**src/rtl/reset_seq_pkg.sv**
```systemverilog
// Shared types and helpers for the reset sequencing controller.
package reset_seq_pkg;

    typedef enum logic [2:0] {
        ST_RESET,
        ST_HOLD,
        ST_RELEASE,
        ST_RUN,
        ST_QUIESCE,
        ST_DRAIN
    } rs_state_e;

    // One counter serves every timed state, so size it for the longest interval.
    function automatic int cnt_width(input int hold, input int gap, input int tmo);
        int m;
        m = hold;
        if (gap > m) m = gap;
        if (tmo > m) m = tmo;
        return $clog2(m + 1);
    endfunction

endpackage

```
**src/rtl/reset_sync.sv**
```systemverilog
// Reset deassertion synchroniser: asserts asynchronously, releases on clk.
module reset_sync #(
    parameter int STAGES = 3
) (
    input  logic clk,
    input  logic rst_n,
    output logic srst_n
);

    logic [STAGES-1:0] chain;

    always_ff @(posedge clk or negedge rst_n) begin
        if (!rst_n) chain <= '0;
        else        chain <= {chain[STAGES-2:0], 1'b1};
    end

    assign srst_n = chain[STAGES-1];

endmodule

```
**src/rtl/reset_sequencer.sv**
```systemverilog
// Multi-domain reset sequencer: ordered domain release plus quiesced warm reset.
module reset_sequencer
    import reset_seq_pkg::*;
#(
    parameter int NUM_DOMAINS     = 4,
    parameter int SYNC_STAGES     = 3,
    parameter int HOLD_CYCLES     = 16,
    parameter int GAP_CYCLES      = 4,
    parameter int QUIESCE_TIMEOUT = 1024
) (
    input  logic                   clk,
    input  logic                   rst_n,
    input  logic                   sw_rst_req,
    output logic                   sw_rst_ack,
    input  logic [NUM_DOMAINS-1:0] dom_idle,
    output logic [NUM_DOMAINS-1:0] quiesce_req,
    output logic [NUM_DOMAINS-1:0] dom_rst_n,
    output logic                   all_released,
    output logic                   timeout_err
);

    localparam int CNT_W = cnt_width(HOLD_CYCLES, GAP_CYCLES, QUIESCE_TIMEOUT);
    localparam int IDX_W = (NUM_DOMAINS > 1) ? $clog2(NUM_DOMAINS) : 1;
    localparam logic [CNT_W-1:0] HOLD_LAST = CNT_W'(HOLD_CYCLES - 1);
    localparam logic [CNT_W-1:0] GAP_LAST  = CNT_W'(GAP_CYCLES - 1);
    localparam logic [CNT_W-1:0] TMO_LAST  = CNT_W'(QUIESCE_TIMEOUT - 1);
    localparam logic [IDX_W-1:0] IDX_LAST  = IDX_W'(NUM_DOMAINS - 1);

    rs_state_e               state, state_nxt;
    logic [CNT_W-1:0]        cnt, cnt_nxt;
    logic [IDX_W-1:0]        idx, idx_nxt;
    logic [NUM_DOMAINS-1:0]  dom_nxt, quiesce_nxt;
    logic                    ack_nxt, rel_nxt, terr_nxt;
    logic                    warm, warm_nxt;
    logic                    srst_n;

    reset_sync #(.STAGES(SYNC_STAGES)) u_sync (
        .clk    (clk),
        .rst_n  (rst_n),
        .srst_n (srst_n)
    );

    always_ff @(posedge clk or negedge rst_n) begin
        if (!rst_n) begin
            state        <= ST_RESET;
            cnt          <= '0;
            idx          <= '0;
            warm         <= 1'b0;
            dom_rst_n    <= '0;
            quiesce_req  <= '0;
            sw_rst_ack   <= 1'b0;
            all_released <= 1'b0;
            timeout_err  <= 1'b0;
        end else begin
            state        <= state_nxt;
            cnt          <= cnt_nxt;
            idx          <= idx_nxt;
            warm         <= warm_nxt;
            dom_rst_n    <= dom_nxt;
            quiesce_req  <= quiesce_nxt;
            sw_rst_ack   <= ack_nxt;
            all_released <= rel_nxt;
            timeout_err  <= terr_nxt;
        end
    end

    // Next-state and next-output values; every output is registered from these.
    always_comb begin
        state_nxt   = state;
        cnt_nxt     = '0;
        idx_nxt     = idx;
        warm_nxt    = warm;
        dom_nxt     = dom_rst_n;
        quiesce_nxt = '0;
        ack_nxt     = 1'b0;
        terr_nxt    = timeout_err;
        unique case (state)
            ST_RESET: begin
                dom_nxt = '0;
                if (srst_n) state_nxt = ST_HOLD;
            end
            ST_HOLD, ST_DRAIN: begin
                dom_nxt = '0;
                cnt_nxt = cnt + CNT_W'(1);
                if (cnt == HOLD_LAST) begin
                    state_nxt  = ST_RELEASE;
                    cnt_nxt    = '0;
                    idx_nxt    = '0;
                    dom_nxt[0] = 1'b1;
                end
            end
            ST_RELEASE: begin
                cnt_nxt = cnt + CNT_W'(1);
                if (idx == IDX_LAST) begin
                    state_nxt = ST_RUN;
                    cnt_nxt   = '0;
                    ack_nxt   = warm;
                    warm_nxt  = 1'b0;
                end else if (cnt == GAP_LAST) begin
                    cnt_nxt          = '0;
                    idx_nxt          = idx + IDX_W'(1);
                    dom_nxt[idx_nxt] = 1'b1;
                end
            end
            ST_RUN: begin
                if (sw_rst_req) begin
                    state_nxt   = ST_QUIESCE;
                    quiesce_nxt = '1;
                end
            end
            ST_QUIESCE: begin
                quiesce_nxt = '1;
                cnt_nxt     = cnt + CNT_W'(1);
                // Idle takes priority over a timeout landing on the same edge.
                if ((&dom_idle) || (cnt == TMO_LAST)) begin
                    state_nxt   = ST_DRAIN;
                    cnt_nxt     = '0;
                    quiesce_nxt = '0;
                    dom_nxt     = '0;
                    warm_nxt    = 1'b1;
                    if (!(&dom_idle)) terr_nxt = 1'b1;
                end
            end
            default: state_nxt = ST_RESET;
        endcase
        rel_nxt = (state_nxt == ST_RUN) && (&dom_nxt);
    end

endmodule
```
**config.mk**
```make
export PLATFORM = sky130hd
export DESIGN_NAME = reset_sequencer
export DESIGN_NICKNAME = d
export VERILOG_FILES = /design/src/rtl/reset_seq_pkg.sv /design/src/rtl/reset_sync.sv /design/src/rtl/reset_sequencer.sv
export SDC_FILE = /design/constraint.sdc
export NUM_CORES = 1
export LEC_CHECK = 0
export ABC_AREA = 1
export ABC_CLOCK_PERIOD_IN_PS = 1400
export CAP_MARGIN = 20
export CORE_ASPECT_RATIO = 0.75
export CORE_UTILIZATION = 48
export DETAILED_ROUTE_END_ITERATION = 8
export GPL_ROUTABILITY_DRIVEN = 0
export PLACE_DENSITY = 0.8
export SLEW_MARGIN = 20
export SYNTH_ARGS = -nofsm -noshare
export SYNTH_HDL_FRONTEND = slang
export SYNTH_HIERARCHICAL = 1
export SYNTH_SLANG_ARGS = --single-unit
```
**constraint.sdc**
```tcl
create_clock -name clk -period 1.4 [get_ports clk]
set_input_delay 0.21 -clock clk [delete_from_list [all_inputs] [get_ports clk]]
set_output_delay 0.21 -clock clk [all_outputs]
set_load 0.05 [all_outputs]
```
==> impl_metrics.tcl <==
set metrics [dict create \
    status "finished with violations" \
    setup_slack_ns -0.231 \
    crit_buf_inv 1 \
    worstPathCellList "ha_4 > nand2_2 > nor2_4 > nand3_4 > nand3_4 > buf_12 > nand3_4 > and2_1" \
    dr.pass1.iters 5 \
    synth_common_cells "nand2_1, dfrtp_1, nor2_1" \
    core_um2 2700 \
    synth-edff-count 0 \
    grt_overflow 0 \
    dp_slack_ns -0.204 \
    synth.distinct_cells 31 \
    crit_slowest_cell "dfrtp_1" \
    violations "setup timing" \
    dp_cells 226 \
    post-synth-top-area-cell "dfrtp_1" \
    synthesis.area_um2 1410 \
    path_class "register to register" \
    synth_top_area_share_pct 49.8 \
    worstSkewPairLatency_ns 0.28 \
    cp_top_family "simple AND/OR/NAND/NOR gates" \
    synth_area_leaders "dfrtp_1, nand2_1, nor2_1" \
    critPathMaxFanout 5 \
    rsz0062_at_grt "true" \
    cts_tree "yes" \
    drive_above_1_share_pct 37.3 \
    avgSynthCellArea_um2 8.80 \
    n_antenna_cell 0 \
    yosysWarnings 6 \
    start_util_pct 52.1 \
    clock-sinks 28 \
    io_pins 18 \
    area_delta_synth_final_pct 49.6 \
    syn_inst 160 \
    drv_cap 0 \
    worstPathRequired_ns 1.58 \
    rows 16 \
    htreeDepth 1 \
    grt_pass1_wl_um 6400 \
    grt_max_degree 29 \
    cts_root_buf "clkbuf_8" \
    drc 0 \
    postCtsHoldBufs 0 \
    wire_per_inst_um 18.6 \
    setup_viol 23 \
    p_leak_nw 1.01 \
    cts_buffer_depth 2 \
    first_iter_violations 115 \
    io_buffer_count 17 \
    fin_setup_tns_ns -3.18 \
    drv_slew 0 \
    hold_class "input port to async pin" \
    synth_flop_cell "dfrtp_1" \
    critPathCaptureType "register" \
    final_hold_viol_count 0 \
    fin_crit_sh_pct 117 \
    period_minus_slack_ns 1.63 \
    crit_path_frequent_cell "nand3_4" \
    via_per_inst 5.82 \
    synth_most_common_cell "nand2_1" \
    place_hpwl_um 2400 \
    die_width_um 64.5 \
    cp_slowest_stage_delay_ns 0.41 \
    ys_ff_latch 28 \
    fin_nets 214 \
    synth_nets 172 \
    cp.arrival_ns 1.81 \
    grt_util_all_layers_pct 27.7 \
    seq_area_frac_synth_pct 49.8 \
    finalWirelength_um 4410 \
    nFillCells 168 \
    start_kind "register" \
    stdcell_count 237 \
    ir_drop_mv 0.814 \
    powerDensity_nw_per_um2 1450 \
    fp.dieArea_um2 3160 \
    cts-buffers-inserted 3 \
    grt_pass1_vias 1370 \
    fp.dieH_um 48.9 \
    fmaxAchievable_ghz 0.613 \
    async_flop_share_pct 100 \
    dr_total_vias 1380 \
    ant_nets 0 \
    grt_antenna_before_repair 0 \
    skew_ns 0.00277 \
    fin_total_pwr_mw 3.05 \
    clk_pin_slew_ns 0.10 \
]
==> worst paths after layout <==
path | from | end | slack [ns] | cells past startpoint
max | cnt[1]$_DFF_PN0_ | cnt[1]$_DFF_PN0_ | -0.23 | 8
min | rst_n | u_sync/chain[0]$_DFF_PN0_ | 0.30 | 2
max reg2reg | cnt[1]$_DFF_PN0_ | cnt[1]$_DFF_PN0_ | -0.23 | 8
min reg2reg | u_sync/chain[0]$_DFF_PN0_ | u_sync/chain[1]$_DFF_PN0_ | 0.37 | 0
max in group asynchronous | rst_n | cnt[2]$_DFF_PN0_ | 0.82 | 2
min in group clk | u_sync/chain[0]$_DFF_PN0_ | u_sync/chain[1]$_DFF_PN0_ | 0.37 | 0
==> sequential cells by signal, indices dropped and copies added, names as in the netlist <==
signal	cells
idx	2
all_released	1
u_sync/chain	3
quiesce_req	1
timeout_err	1
sw_rst_ack	1
warm	1
state	3
dom_rst_n	4
cnt	11
==> per-layer routing <==
layer | share of wire, % | vias to the layer above | track usage [%] | routed length [um]
met1 | 36 | 646 | 32.6 | 1570
met3 | 8.4 | 33 | 5.14 | 372
li1 | - | 595 | - | -
met5 | 0 | - | 0 | 0
met2 | 51 | 106 | 49.1 | 2250
met4 | 5.0 | 0 | 12.6 | 222
==> placed cells by master (no fill, tap or decap), types with 2 or more instances in the layout <==
cell type and count:
and3b_1 2, nand2_1 31, ha_1 4, inv_2 5
nand3b_1 2, o21ai_1 2, and3_4 2, o21ai_0 3
nand3_1 4, nor2_2 5, buf_12 12, nand2_2 5
nand3_2 3, clkdlybuf4s50_1 6, nor2_1 14, buf_4 20
inv_1 17, nor2_4 2, nor3_4 2, nand4_1 7
clkbuf_8 3, dfrtp_1 27, nand3_4 5, nand2_4 2
==> repair_timing <==
action	CTS	global route
gates resized for setup	19	10
pin swaps	7	1
endpoints found under the setup margin	21	23
setup buffers	3	3
cloned	1	0
hold endpoints to repair	0	0
==> worst reg2reg max path, cell delays in order, from the launching register on <==
cell	delay, ns
dfrtp_1	0.41
ha_4	0.20
nand2_2	0.09
nor2_4	0.17
nand3_4	0.12
nand3_4	0.16
buf_12	0.13
nand3_4	0.10
and2_1	0.15
==> through the flow <==
stage | area [um^2] | util [%] | hold slack (ns)
final | 2110 | 77.9 | 0.302
after global routing | 2110 | 77.9 | 0.345
after CTS | 2030 | 75.2 | 0.314
after detailed placement | 1830 | 67.8 | 0.347
after global placement | 1830 | 67.8 | 0.334
after floorplan | 1410 | - | -0.0856
==> layout make-up <==
cell class | count | area, um^2 | area share (%)
Clock buffer | 3 | 41.3 | 1.96
Clock inverter | 1 | 30.0 | 1.43
Inverter | 22 | 82.6 | 3.92
Multi-Input combinational cell | 108 | 743 | 35.3
Sequential cell | 28 | 702 | 33.3
Tap cell | 36 | 45.0 | 2.14
Timing Repair Buffer | 39 | 462 | 21.9
==> where the power goes <==
part           internal, mW  switching [mW]  total, mW
logic                 0.561           0.711       1.27
registers             0.928           0.198       1.13
clock network         0.383           0.267      0.650
==> logic make-up (layout without fill, tap and decap cells) <==
logic type | count (synthesis) | after routing | synth area share [%]
buffers and inverters | 25 | 65 | 7.47
XOR/XNOR | 1 | 1 | 0.622
AO/OA/AOI/OAI | 10 | 10 | 4.09
other | 1 | 1 | 0.266
AND/OR/NAND/NOR | 90 | 91 | 33.3
flip-flops | 28 | 28 | 49.8
adder cells (fa/ha/maj) | 5 | 5 | 4.44
Power figures use the tool's default switching activity.
